## src/rtl/rs_enc_param.sv

```systemverilog
// Systematic Reed-Solomon encoder over GF(2^8) with per-frame shortened length.
// Information symbols pass through unchanged; R parity symbols from an LFSR
// remainder follow them. Valid/ready handshake on both sides; framing errors
// (K_MAX overrun, sop inside a frame) give a one-cycle frame_err pulse.
// Optional feature macro: RS_ENC_BYPASS_EN adds a per-frame 'bypass' input that
// suppresses the parity tail and moves eop onto the last data symbol.
module rs_enc_param #(
  parameter int unsigned R         = 8,
  parameter int unsigned K_MAX     = 8,
  parameter logic [8:0]  PRIM_POLY = 9'h11d,
  parameter int unsigned FCR       = 1
) (
  input  logic       clk,
  input  logic       rst_n,
  input  logic       din_val,
  input  logic       din_sop,
  input  logic       din_eop,
  input  logic [7:0] din,
  output logic       din_rdy,
  output logic       dout_val,
  output logic       dout_sop,
  output logic       dout_eop,
  output logic [7:0] dout,
  input  logic       dout_rdy,
  output logic       frame_err
`ifdef RS_ENC_BYPASS_EN
  ,
  input  logic       bypass
`endif
);

  typedef logic [R:0][7:0] gpoly_t;

  // GF(2^8) multiply, shift-and-add with reduction by the primitive polynomial.
  function automatic logic [7:0] gf_mul(input logic [7:0] a, input logic [7:0] b);
    logic [7:0] p;
    logic [7:0] aa;
    p  = 8'h00;
    aa = a;
    for (int i = 0; i < 8; i++) begin
      if (b[i]) p = p ^ aa;
      aa = {aa[6:0], 1'b0} ^ (aa[7] ? PRIM_POLY[7:0] : 8'h00);
    end
    return p;
  endfunction

  // Generator g(x) = prod_{i=FCR..FCR+R-1} (x + alpha^i); element j is coefficient of x^j.
  function automatic gpoly_t gen_poly();
    gpoly_t     g;
    logic [7:0] root;
    g    = '0;
    g[0] = 8'h01;
    root = 8'h01;
    for (int unsigned i = 0; i < FCR; i++) root = gf_mul(root, 8'h02);
    for (int unsigned n = 0; n < R; n++) begin
      for (int unsigned j = R; j > 0; j--) g[j] = g[j-1] ^ gf_mul(g[j], root);
      g[0] = gf_mul(g[0], root);
      root = gf_mul(root, 8'h02);
    end
    return g;
  endfunction

  localparam gpoly_t     G       = gen_poly();
  localparam logic [7:0] KMaxC   = 8'(K_MAX);
  localparam logic [5:0] ParLast = 6'(R - 1);

  typedef enum logic [1:0] {StIdle, StData, StParity} state_e;

  state_e             state_q, state_d;
  // Element 0 holds the highest-degree remainder coefficient.
  logic [R-1:0][7:0]  rem_q, rem_d, rem_base, rem_abs;
  logic [7:0]         cnt_q, cnt_d, cnt_inc;
  logic [5:0]         par_q, par_d;
  logic [7:0]         dout_q, dout_d;
  logic               dout_val_q, dout_val_d;
  logic               dout_sop_q, dout_sop_d;
  logic               dout_eop_q, dout_eop_d;
  logic               frame_err_q, frame_err_d;
  logic               adv, accept, start, absorb, forced, last_sym, byp_cur;
  logic [7:0]         fb;

  assign dout      = dout_q;
  assign dout_val  = dout_val_q;
  assign dout_sop  = dout_sop_q;
  assign dout_eop  = dout_eop_q;
  assign frame_err = frame_err_q;

  // Handshake: the output register may load whenever it is empty or being drained.
  assign adv     = !dout_val_q || dout_rdy;
  assign din_rdy = adv && (state_q != StParity);
  assign accept  = din_val && din_rdy;
  assign start   = accept && din_sop;
  assign absorb  = accept && (din_sop || (state_q == StData));

  // Symbol count including the one being accepted; saturates at K_MAX.
  assign cnt_inc  = start ? 8'd1 : ((cnt_q >= KMaxC) ? cnt_q : cnt_q + 8'd1);
  assign forced   = !din_eop && (cnt_inc >= KMaxC);
  assign last_sym = din_eop || forced;

`ifdef RS_ENC_BYPASS_EN
  logic byp_q;
  assign byp_cur = start ? bypass : byp_q;

  // Bypass mode is latched with the sop accept and held for the frame.
  always_ff @(posedge clk or negedge rst_n) begin
    if (!rst_n) begin
      byp_q <= 1'b0;
    end else if (start) begin
      byp_q <= bypass;
    end
  end
`else
  assign byp_cur = 1'b0;
`endif

  // LFSR step for the incoming symbol; a sop restarts from a zero remainder.
  always_comb begin
    rem_base = start ? '0 : rem_q;
    fb       = din ^ rem_base[0];
    for (int unsigned i = 0; i < R - 1; i++) begin
      rem_abs[i] = rem_base[i+1] ^ gf_mul(fb, G[R-1-i]);
    end
    rem_abs[R-1] = gf_mul(fb, G[0]);
  end

  // Next-state and output-register logic; nothing moves unless adv is high.
  always_comb begin
    state_d     = state_q;
    rem_d       = rem_q;
    cnt_d       = cnt_q;
    par_d       = par_q;
    dout_d      = dout_q;
    dout_val_d  = dout_val_q;
    dout_sop_d  = dout_sop_q;
    dout_eop_d  = dout_eop_q;
    frame_err_d = 1'b0;
    if (adv) begin
      dout_val_d = 1'b0;
      dout_sop_d = 1'b0;
      dout_eop_d = 1'b0;
      unique case (state_q)
        StIdle, StData: begin
          // Non-sop symbols in idle are silently dropped.
          if (absorb) begin
            dout_d      = din;
            dout_val_d  = 1'b1;
            dout_sop_d  = din_sop;
            rem_d       = rem_abs;
            cnt_d       = cnt_inc;
            frame_err_d = forced || ((state_q == StData) && din_sop);
            if (last_sym) begin
              dout_eop_d = byp_cur;
              state_d    = byp_cur ? StIdle : StParity;
              cnt_d      = 8'd0;
              par_d      = 6'd0;
            end else begin
              state_d = StData;
            end
          end
        end
        StParity: begin
          dout_d     = rem_q[0];
          dout_val_d = 1'b1;
          rem_d      = {8'h00, rem_q[R-1:1]};
          par_d      = par_q + 6'd1;
          if (par_q == ParLast) begin
            dout_eop_d = 1'b1;
            par_d      = 6'd0;
            state_d    = StIdle;
          end
        end
        default: state_d = StIdle;
      endcase
    end
  end

  // State, remainder and output registers.
  always_ff @(posedge clk or negedge rst_n) begin
    if (!rst_n) begin
      state_q     <= StIdle;
      rem_q       <= '0;
      cnt_q       <= 8'd0;
      par_q       <= 6'd0;
      dout_q      <= 8'h00;
      dout_val_q  <= 1'b0;
      dout_sop_q  <= 1'b0;
      dout_eop_q  <= 1'b0;
      frame_err_q <= 1'b0;
    end else begin
      state_q     <= state_d;
      rem_q       <= rem_d;
      cnt_q       <= cnt_d;
      par_q       <= par_d;
      dout_q      <= dout_d;
      dout_val_q  <= dout_val_d;
      dout_sop_q  <= dout_sop_d;
      dout_eop_q  <= dout_eop_d;
      frame_err_q <= frame_err_d;
    end
  end

endmodule
```

## config.mk

```make
export PLATFORM = sky130hd
export DESIGN_NAME = rs_enc_param
export DESIGN_NICKNAME = d
export VERILOG_FILES = /design/src/rtl/rs_enc_param.sv
export SDC_FILE = /design/constraint.sdc
export NUM_CORES = 1
export LEC_CHECK = 0
export ABC_AREA = 1
export CORE_MARGIN = 2
export CORE_UTILIZATION = 47
export DETAILED_ROUTE_END_ITERATION = 12
export GPL_TIMING_DRIVEN = 0
export SLEW_MARGIN = 5
export SYNTH_ARGS = -nofsm -noshare
export SYNTH_HDL_FRONTEND = slang
export SYNTH_SLANG_ARGS = --single-unit
```

## constraint.sdc

```tcl
create_clock -name clk -period 4.75 [get_ports clk]
set_clock_uncertainty 0.1 [all_clocks]
set_input_delay 1.1875 -clock clk [delete_from_list [all_inputs] [get_ports clk]]
set_output_delay 1.1875 -clock clk [all_outputs]
set_load 0.05 [all_outputs]
```

==> flow_summary_export.csv, run 1 <==
group,metric,value,unit
layout,top_library_cells_by_usage_in_the_layout_fill_and_taps_aside,"312 x sky130_fd_sc_hd__nand2_1, 92 x sky130_fd_sc_hd__dfrtp_1, 60 x sky130_fd_sc_hd__nand3_1",
global_routing,grt_pass1_wl,31380,µm
logic_synthesis,synth-edff-count,0,
critical_path,crit-reg2reg-launch,"state_q[1]",
global_routing,antenna_found_initial,1,
min_path,whs_path_depth,1,
route,route.detailed.drc,0,
route,drt-total-wl,20210,µm
logic_synthesis,count_of_different_cell_masters_after_synthesis,39,
placed_design,gp_congestion,0.9721,
timing,report.final.setup_viol,0,
placed_design,portBuffers,26,
global_routing,grt_util_all_layers,29.53,%
timing,worst_tran_pin_value,0.8566,ns
logic_synthesis,number_of_instances_in_the_synthesized_netlist,866,
layout,fin_nets,921,
timing,max_freq,0.2417,GHz
timing,unrepaired_setup_endpoints_after_global_routing,"no",
critical_path,endpoint_kind,"primary output",
cts,cts_setup_buffers,0,
min_path,min-delay-path-class,"register to register",
layout,layout_commonest_cell,"sky130_fd_sc_hd__nand2_1",
critical_path,worst-r2r-setup-slack,1.66,ns
logic_synthesis,postSynthNetCount,883,
cts,max-clock-path-buffers,2,
route,detail-route-antenna-nets,0,
floorplan,io-pin-count,27,
cts,clock_insertion_delay_worst_skew,0.36,ns
timing,hold_slack,0.3786,ns
route,wl_per_cell,18.68,µm
timing,final-hold-violation-count,0,
global_routing,overflow,0,
cts,cts-resized-gates,0,
logic_synthesis,syn-cell-area,6200,µm²
layout,areaGrowthSynthToFinish,12.92,%
global_routing,first_global_vias,5642,
status,run_status,"complete, no violations",
route,routed_via_density,5.543,
floorplan,die_height,118.9,µm
logic_synthesis,ys_warn_count,0,
layout,finalInstanceArea,7000,µm²
critical_path,worstSetupPathType,"primary input to primary output",
logic_synthesis,yosysSeqAreaShare,37.13,%
timing,timing.final.ws_setup,0.6127,ns
floorplan,row_count,41,
logic_synthesis,postSynth.topFlopCell,"sky130_fd_sc_hd__dfrtp_1",
cts,cts_tree,"done",
critical_path,setup.worst_path.start_class,"primary input",
min_path,min_to,"par_q[5]",
route,detail_route.first_pass.iterations,6,
logic_synthesis,postSynthAreaPerCell,7.159,µm²
cts,cts_htree_levels,3,
placed_design,detailed_place.area,6700,µm²
cts,tritoncts.num_buffers,9,
cts,clk_transition_reported_paths,0.07,ns
logic_synthesis,async_reset_ff_share,100.0,%
timing,layout_worst_path_cycle_share,87.10,%
timing,timing.slew.headroom,42.89,%
placed_design,hpwlAfterDp,15150,µm
timing,final_period_minus_worst_setup_slack,4.137,ns
placed_design,pre_cts_ws,0.4674,ns
critical_path,critPathMaxFanout,5,
floorplan,initial_core_util,48.54,%
cts,cts-hold-fix-buffers,0,
cts,cts.root.buffer_cell,"sky130_fd_sc_hd__clkbuf_16",
critical_path,r2r_end,"rem_q[3]",
logic_synthesis,yosys_register_bits,92,
critical_path,critical_path_launch_point,"dout_rdy",
route,via_count,5997,
run,drv.max_cap_violation_count,0,
critical_path,cp.required,3.46,ns
timing,max_slew_violation_count,0,
global_routing,grt_max_degree,62,
cts,numClockSinks,92,
critical_path,cp_data_arrival_time,2.85,ns
floorplan,core,12770,µm²
layout,share_of_cells_above_drive_strength_1,8.471,%
floorplan,floorplan.die.width,118.9,µm
min_path,worstHoldStart,"par_q[5]",
route,drt_first_iter_violations,551,
floorplan,design.die.area,14130,µm²
critical_path,timing.reg2reg.worst_path_depth,16,
-- worst max path at each step --
stage / to / cells past startpoint / slack, ns
after floorplan: rem_q[38] / 20 / 1.63
after global placement: rem_q[50] / 1 / -1.14
after detailed placement: rem_q[38] / 21 / 0.47
after CTS: din_rdy / 6 / 0.61
after global routing: rem_q[38] / 21 / 0.52
final: din_rdy / 6 / 0.61
-- critical path, cell delays in order --
cell and delay, ns:
sky130_fd_sc_hd__clkdlybuf4s50_1 0.45, sky130_fd_sc_hd__inv_1 0.06, sky130_fd_sc_hd__nand2_1 0.18, sky130_fd_sc_hd__nand2_1 0.08, sky130_fd_sc_hd__inv_1 0.09, sky130_fd_sc_hd__clkdlybuf4s50_1 0.80
-- cell type report --
class / instances / area (µm²)
clock buffer: 10 / 229.0
timing repair buffer: 27 / 285.3
antenna: 1 / 2.502
fill: 1241 / 5773
multi-input combinational: 674 / 3498
tap: 172 / 215.2
buffer: 35 / 155.1
inverter: 65 / 244.0
clock inverter: 6 / 68.82
sequential: 92 / 2302
-- stage by stage --
| step | TNS, ns | instances | utilization [%] |
|---|---|---|---|
| finish | 0 | 1082 | 54.80 |
| floorplan | 0 | 866 | - |
| CTS | 0 | 1081 | 54.79 |
| global route | 0 | 1081 | 54.79 |
| global placement | -103.52 | 1064 | 52.26 |
| detailed placement | 0 | 1065 | 52.45 |
-- per-layer routing --
| metal | wire length (µm) | vias to the layer above | GRT usage (%) |
|---|---|---|---|
| li1 | - | 2846 | - |
| met1 | 8985 | 2892 | 40.96 |
| met2 | 9210 | 232 | 46.30 |
| met3 | 1481 | 27 | 4.550 |
| met4 | 534 | 0 | 11.90 |
| met5 | 0 | - | 0 |
-- registers in the layout, summed over array words and instances (netlist names) --
register   cells
rem_q         64
cnt_q          8
dout           8
par_q          6
state_q        2
dout_eop       1
dout_sop       1
dout_val       1
frame_err      1
-- cell usage after synthesis (3+ instances only) --
library cell	number	share of area, %
sky130_fd_sc_hd__a21oi_1	16	1.3
sky130_fd_sc_hd__a31oi_1	9	0.91
sky130_fd_sc_hd__buf_1	8	0.48
sky130_fd_sc_hd__buf_2	7	0.57
sky130_fd_sc_hd__clkbuf_1	17	1.0
sky130_fd_sc_hd__dfrtp_1	92	37
sky130_fd_sc_hd__ha_1	3	0.61
sky130_fd_sc_hd__inv_1	59	3.6
sky130_fd_sc_hd__inv_2	6	0.36
sky130_fd_sc_hd__nand2_1	312	19
sky130_fd_sc_hd__nand2_2	22	2.2
sky130_fd_sc_hd__nand2_4	5	0.91
sky130_fd_sc_hd__nand3_1	60	4.8
sky130_fd_sc_hd__nand3b_1	3	0.36
sky130_fd_sc_hd__nand4_1	15	1.5
sky130_fd_sc_hd__nor2_1	52	3.1
sky130_fd_sc_hd__o21ai_0	56	4.5
sky130_fd_sc_hd__o21ai_1	20	1.6
sky130_fd_sc_hd__o22ai_1	11	1.1
sky130_fd_sc_hd__or2_1	5	0.50
sky130_fd_sc_hd__xnor2_1	23	3.2
sky130_fd_sc_hd__xor2_1	36	5.1
sky130_fd_sc_hd__xor2_2	8	2.1
-- cell families (layout without fill, tap and decap cells) --
| group | count (synthesis) | count (layout) | synth area share [%] |
|---|---|---|---|
| multiplexers | 1 | 1 | 0.1816 |
| other | 0 | 1 | 0 |
| AND/OR/NAND/NOR | 482 | 482 | 33.46 |
| buffers and inverters | 100 | 143 | 6.438 |
| flip-flops | 92 | 92 | 37.13 |
| adder cells (fa/ha/maj) | 3 | 3 | 0.6055 |
| XOR/XNOR | 71 | 71 | 12.03 |
| AO/OA/AOI/OAI | 117 | 117 | 10.15 |
Power of run 1 is not shown: default switching activity piles up to over one toggle a cycle in this logic, so the estimate is an artifact.
==> run 2: changes to the inputs <==
--- a/config.mk
+++ b/config.mk
@@ -6,6 +6,8 @@
 export NUM_CORES = 1
 export LEC_CHECK = 0
 export ABC_AREA = 1
+export CAP_MARGIN = 25
+export CORE_ASPECT_RATIO = 0.5
 export CORE_MARGIN = 2
 export CORE_UTILIZATION = 47
 export DETAILED_ROUTE_END_ITERATION = 12
==> run 2 against run 1 <==
Against the previous run:
- worst setup slack got worse by 0.020 ns
- worst hold slack improved by 0.0073 ns
- routed wire length rose by 2.4%
- die area rose by 0.40%
- final area barely moved
- non-clock buffer count did not move
- final cell count fell by 0.28%
- register-to-register slack got worse by 0.09 ns
- sequential cell count did not move
==> flow_summary_export.csv, run 2 (synthesis gave the netlist of run 1 again) <==
group,metric,value,unit
min_path,worstHoldStart,"rem_q[19]",
global_routing,grt_util_all_layers,30.50,%
placed_design,detailed_place.area,6698,µm²
floorplan,initial_core_util,48.54,%
critical_path,critPathMaxFanout,5,
layout,num-fill-cells,1226,
timing,max_freq,0.2405,GHz
critical_path,worst-r2r-setup-slack,1.57,ns
layout,fin_nets,921,
global_routing,overflow,0,
placed_design,portBuffers,26,
critical_path,timing.reg2reg.worst_path_depth,11,
layout,antenna_diode_count,0,
critical_path,endpoint_kind,"primary output",
timing,final_period_minus_worst_setup_slack,4.157,ns
critical_path,critical_path_launch_point,"dout_rdy",
timing,report.final.setup_viol,0,
floorplan,die_height,85.21,µm
cts,cts_tree,"done",
global_routing,grt_max_degree,52,
timing,worst_tran_pin_value,0.8417,ns
floorplan,design.die.area,14180,µm²
critical_path,cp_data_arrival_time,2.87,ns
route,route.detailed.drc,0,
critical_path,r2r_end,"rem_q[13]",
timing,layout_worst_path_cycle_share,87.52,%
timing,final-hold-violation-count,0,
layout,layout.core_utilization,54.80,%
critical_path,worstSetupPathType,"primary input to primary output",
layout,layout_commonest_cell,"sky130_fd_sc_hd__nand2_1",
cts,max-clock-path-buffers,2,
floorplan,row_count,29,
cts,cts_htree_levels,3,
cts,cts-hold-fix-buffers,0,
global_routing,antenna_found_initial,1,
cts,cts-resized-gates,0,
cts,cts_setup_buffers,0,
layout,areaGrowthSynthToFinish,12.90,%
critical_path,crit-reg2reg-launch,"state_q[1]",
layout,finalInstanceArea,6999,µm²
placed_design,placed_cells,1063,
timing,timing.final.ws_setup,0.5927,ns
route,routed_via_density,5.437,
floorplan,io-pin-count,27,
timing,max_slew_violation_count,0,
route,drt_first_iter_violations,651,
route,detail-route-antenna-nets,0,
route,drt-total-wl,20690,µm
placed_design,pre_cts_ws,0.3648,ns
placed_design,hpwlAfterDp,15440,µm
route,detail_route.first_pass.iterations,5,
floorplan,floorplan.die.width,166.4,µm
layout,share_of_cells_above_drive_strength_1,8.471,%
timing,timing.slew.headroom,43.88,%
global_routing,first_global_vias,5421,
cts,cts.root.buffer_cell,"sky130_fd_sc_hd__clkbuf_16",
floorplan,core,12770,µm²
route,wl_per_cell,19.17,µm
layout,largest_register,"rem_q",
critical_path,setup.worst_path.start_class,"primary input",
cts,tritoncts.num_buffers,9,
status,run_status,"complete, no violations",
layout,stdcell_count,1079,
global_routing,grt_pass1_wl,32390,µm
min_path,min-delay-path-class,"register to register",
route,via_count,5866,
cts,clock_insertion_delay_worst_skew,0.35,ns
min_path,whs_path_depth,2,
cts,numClockSinks,92,
timing,unrepaired_setup_endpoints_after_global_routing,"no",
critical_path,cp.required,3.46,ns
placed_design,gp_congestion,1.015,
layout,largest_reg_flops,64,
layout,top_library_cells_by_usage_in_the_layout_fill_and_taps_aside,"312 x sky130_fd_sc_hd__nand2_1, 92 x sky130_fd_sc_hd__dfrtp_1, 60 x sky130_fd_sc_hd__nand3_1",
min_path,min_to,"rem_q[19]",
cts,clk_transition_reported_paths,0.07,ns
run,drv.max_cap_violation_count,0,
run 2: cell count changes in the layout (fill, tap and decap cells not counted):
cell | before | now
sky130_fd_sc_hd__clkinv_4 | 0 | 2
sky130_fd_sc_hd__inv_6 | 3 | 1
sky130_fd_sc_hd__clkinvlp_4 | 1 | 0
sky130_fd_sc_hd__diode_2 | 1 | 0
sky130_fd_sc_hd__inv_8 | 0 | 1
run 2: metrics by stage:
step	hold WS, ns	setup TNS [ns]
after floorplan	0.3460	0
after global routing	0.3961	0
after global placement	0.3662	-106.43
after detailed placement	0.3704	0
final	0.3859	0
after CTS	0.3842	0
run 2: metal layers:
layer | wire length [µm] | share of wire [%] | GRT usage [%] | up-vias
li1 | - | - | - | 2838
met1 | 9987 | 48 | 46.87 | 2781
met2 | 8222 | 40 | 42.34 | 225
met3 | 2187 | 11 | 8.722 | 22
met4 | 288 | 1.4 | 6.270 | 0
met5 | 0 | 0 | 0 | -
run 2: cell type report:
class	count	area, µm²	area share (%)
Clock buffer	10	229.0	3.271
Buffer	35	155.1	2.217
Inverter	65	244.0	3.486
Sequential cell	92	2302	32.89
Timing Repair Buffer	27	285.3	4.076
Multi-Input combinational cell	674	3498	49.98
Tap cell	170	212.7	3.039
Clock inverter	6	72.57	1.037
run 2: critical path: stages:
cell and delay (ns):
sky130_fd_sc_hd__clkdlybuf4s50_1 0.45, sky130_fd_sc_hd__inv_1 0.06, sky130_fd_sc_hd__nand2_1 0.18, sky130_fd_sc_hd__nand2_1 0.08, sky130_fd_sc_hd__inv_1 0.10, sky130_fd_sc_hd__clkdlybuf4s50_1 0.81
run 2: worst max path at each step:
stage	endpoint	slack (ns)	depth (start not counted)
2_1_floorplan	rem_q[38]	1.63	20
3_3_place_gp	rem_q[52]	-1.17	1
3_5_place_dp	rem_q[13]	0.36	13
4_1_cts	din_rdy	0.59	6
5_1_grt	rem_q[13]	0.38	13
6_report	din_rdy	0.59	6
Power of run 2 is left out for the same reason.
==> variant, RTL diff (settings of run 1) <==
Build with the macro `RS_ENC_BYPASS_EN` defined.
--- a/src/rtl/rs_enc_param.sv
+++ b/src/rtl/rs_enc_param.sv
@@ -5,4 +5,6 @@
 // Optional feature macro: RS_ENC_BYPASS_EN adds a per-frame 'bypass' input that
 // suppresses the parity tail and moves eop onto the last data symbol.
+`define RS_ENC_BYPASS_EN
+
 module rs_enc_param #(
   parameter int unsigned R         = 8,
Interface: changed (added bypass); port bits go from 27 to 28. No check against the original RTL was run, so the function may have changed too.
==> variant against run 1 <==
  * Via count is 9.8% higher
  * Non-clock buffer count is 4 higher
  * Sequential cell count is 1 higher
  * Sequential share of layout area is 0.81 points lower
  * Setup slack worse by 0.17 ns
  * Wire length is 14% higher
  * Global-route usage is 3.2 points higher
  * Cell count is 6.9% higher
  * Cell area is 3.6% higher
  * Synthesized area is 3.6% higher
  * Utilization is 0.24 points lower
==> variant: results (changes against run 1) <==
* Max FO, Critical Path at 10 (+5)
* Top post-synthesis cells by count: nand2_1 (364), dfrtp_1 (93), nand3_1 (87)
* M2 GR Usage at 0.523 (+0.0602)
* WL met2 at 10500 um (+14%)
* Post-synthesis compound-gate area fraction at 0.0810 (-0.0205)
* XOR/XNOR share of the synthesized area at 0.0904 (-0.0299)
* Mux contribution to synthesized area at 0 (-0.00182)
* Global-route wire length before repair at 35500 um (+13%)
* Initial DRC count at 662 (+20%)
* Antenna Cells at 0 (-1)
* Antenna violations before repair at 0 (-1)
* Worst EP arrival at 3.02 ns (+0.17 ns)
* GR Layer Usage met3 at 0.0442 (-0.00133)
* Status: finished clean
* Number of global-route vias before repair at 6249 (+11%)
* Tightest Pin Transition at 0.825 ns (-0.0316 ns)
* Met1 usage at 0.433 (+0.0236)
* Distinct cells, synth at 33 (-15%)
* Top cells by area, synth: dfrtp_1 (36%), nand2_1 (21%), nand3_1 (6.8%)
* Met3 Routed Length at 1850 um (+25%)
* Detail Placement HPWL at 16700 um (+10%)
* Buffers on Ports at 27 (+3.8%)
* Fin nets at 994 (+7.9%)
* M1 WL at 9570 um (+6.5%)
* Total Power at approximately 6300 uW
* Syn_nets at 955 (+8.2%)
* Vias per cell at 5.69 (+2.7%)
* Share of cells above drive strength 1 at 0.0805 (-0.00418)
* Total Routing Usage GR at 0.328 (+0.0323)
* Adder-cell share of the synthesized area at 0.00584 (-0.000210)
* Routed wire per std cell at 19.9 um (+6.5%)
[variant: cell count changes after synthesis, moves of 3 or more]
| cell | change |
|---|---|
| or2_1 | -3 |
| nand4_1 | +14 |
| nand2_1 | +52 |
| xnor2_1 | +3 |
| o21ai_1 | -9 |
| xor2_1 | -10 |
| inv_1 | +11 |
| nor2_1 | -5 |
| clkbuf_1 | +3 |
| o22ai_1 | -4 |
| nand3_1 | +27 |
| a21oi_1 | -3 |
[variant: area by class of cell]
type                       count  share of cell area
clock inverter                 7              0.0126
sequential                    93               0.321
tap                          176              0.0304
multi-input combinational    730               0.500
buffer                        38              0.0248
inverter                      76              0.0393
clock buffer                   9              0.0310
timing repair buffer          28              0.0407
[variant: stage by stage]
step | cell area [sq um] | util | cells | worst slack, ns
CTS | 7250 | 0.546 | 1157 | 0.488
detailed placement | 6940 | 0.522 | 1141 | 0.165
finish | 7250 | 0.546 | 1157 | 0.441
global placement | 6910 | 0.520 | 1140 | -1.26
floorplan | 6420 | - | 937 | 1.71
global route | 7250 | 0.546 | 1157 | 0.278
[variant: path summary, 6_finish.rpt]
path,from,depth (start not counted),to,slack (ns)
max reg2reg,state_q[0],11,rem_q[0],1.36
min in group asynchronous,rst_n,1,dout[2],0.69
min,rem_q[27],2,rem_q[27],0.38
max in group asynchronous,rst_n,2,rem_q[43],3.17
min reg2reg,rem_q[27],2,rem_q[27],0.38
max,state_q[0],7,din_rdy,0.44
[variant: logic make-up (layout without fill, tap and decap cells)]
| kind of cell | Yosys count | after routing |
|---|---|---|
| AO/OA/AOI/OAI | 98 | 98 |
| XOR/XNOR | 59 | 59 |
| adder cells (fa/ha/maj) | 3 | 3 |
| buffers and inverters | 114 | 158 |
| flip-flops | 93 | 93 |
| AND/OR/NAND/NOR | 570 | 570 |
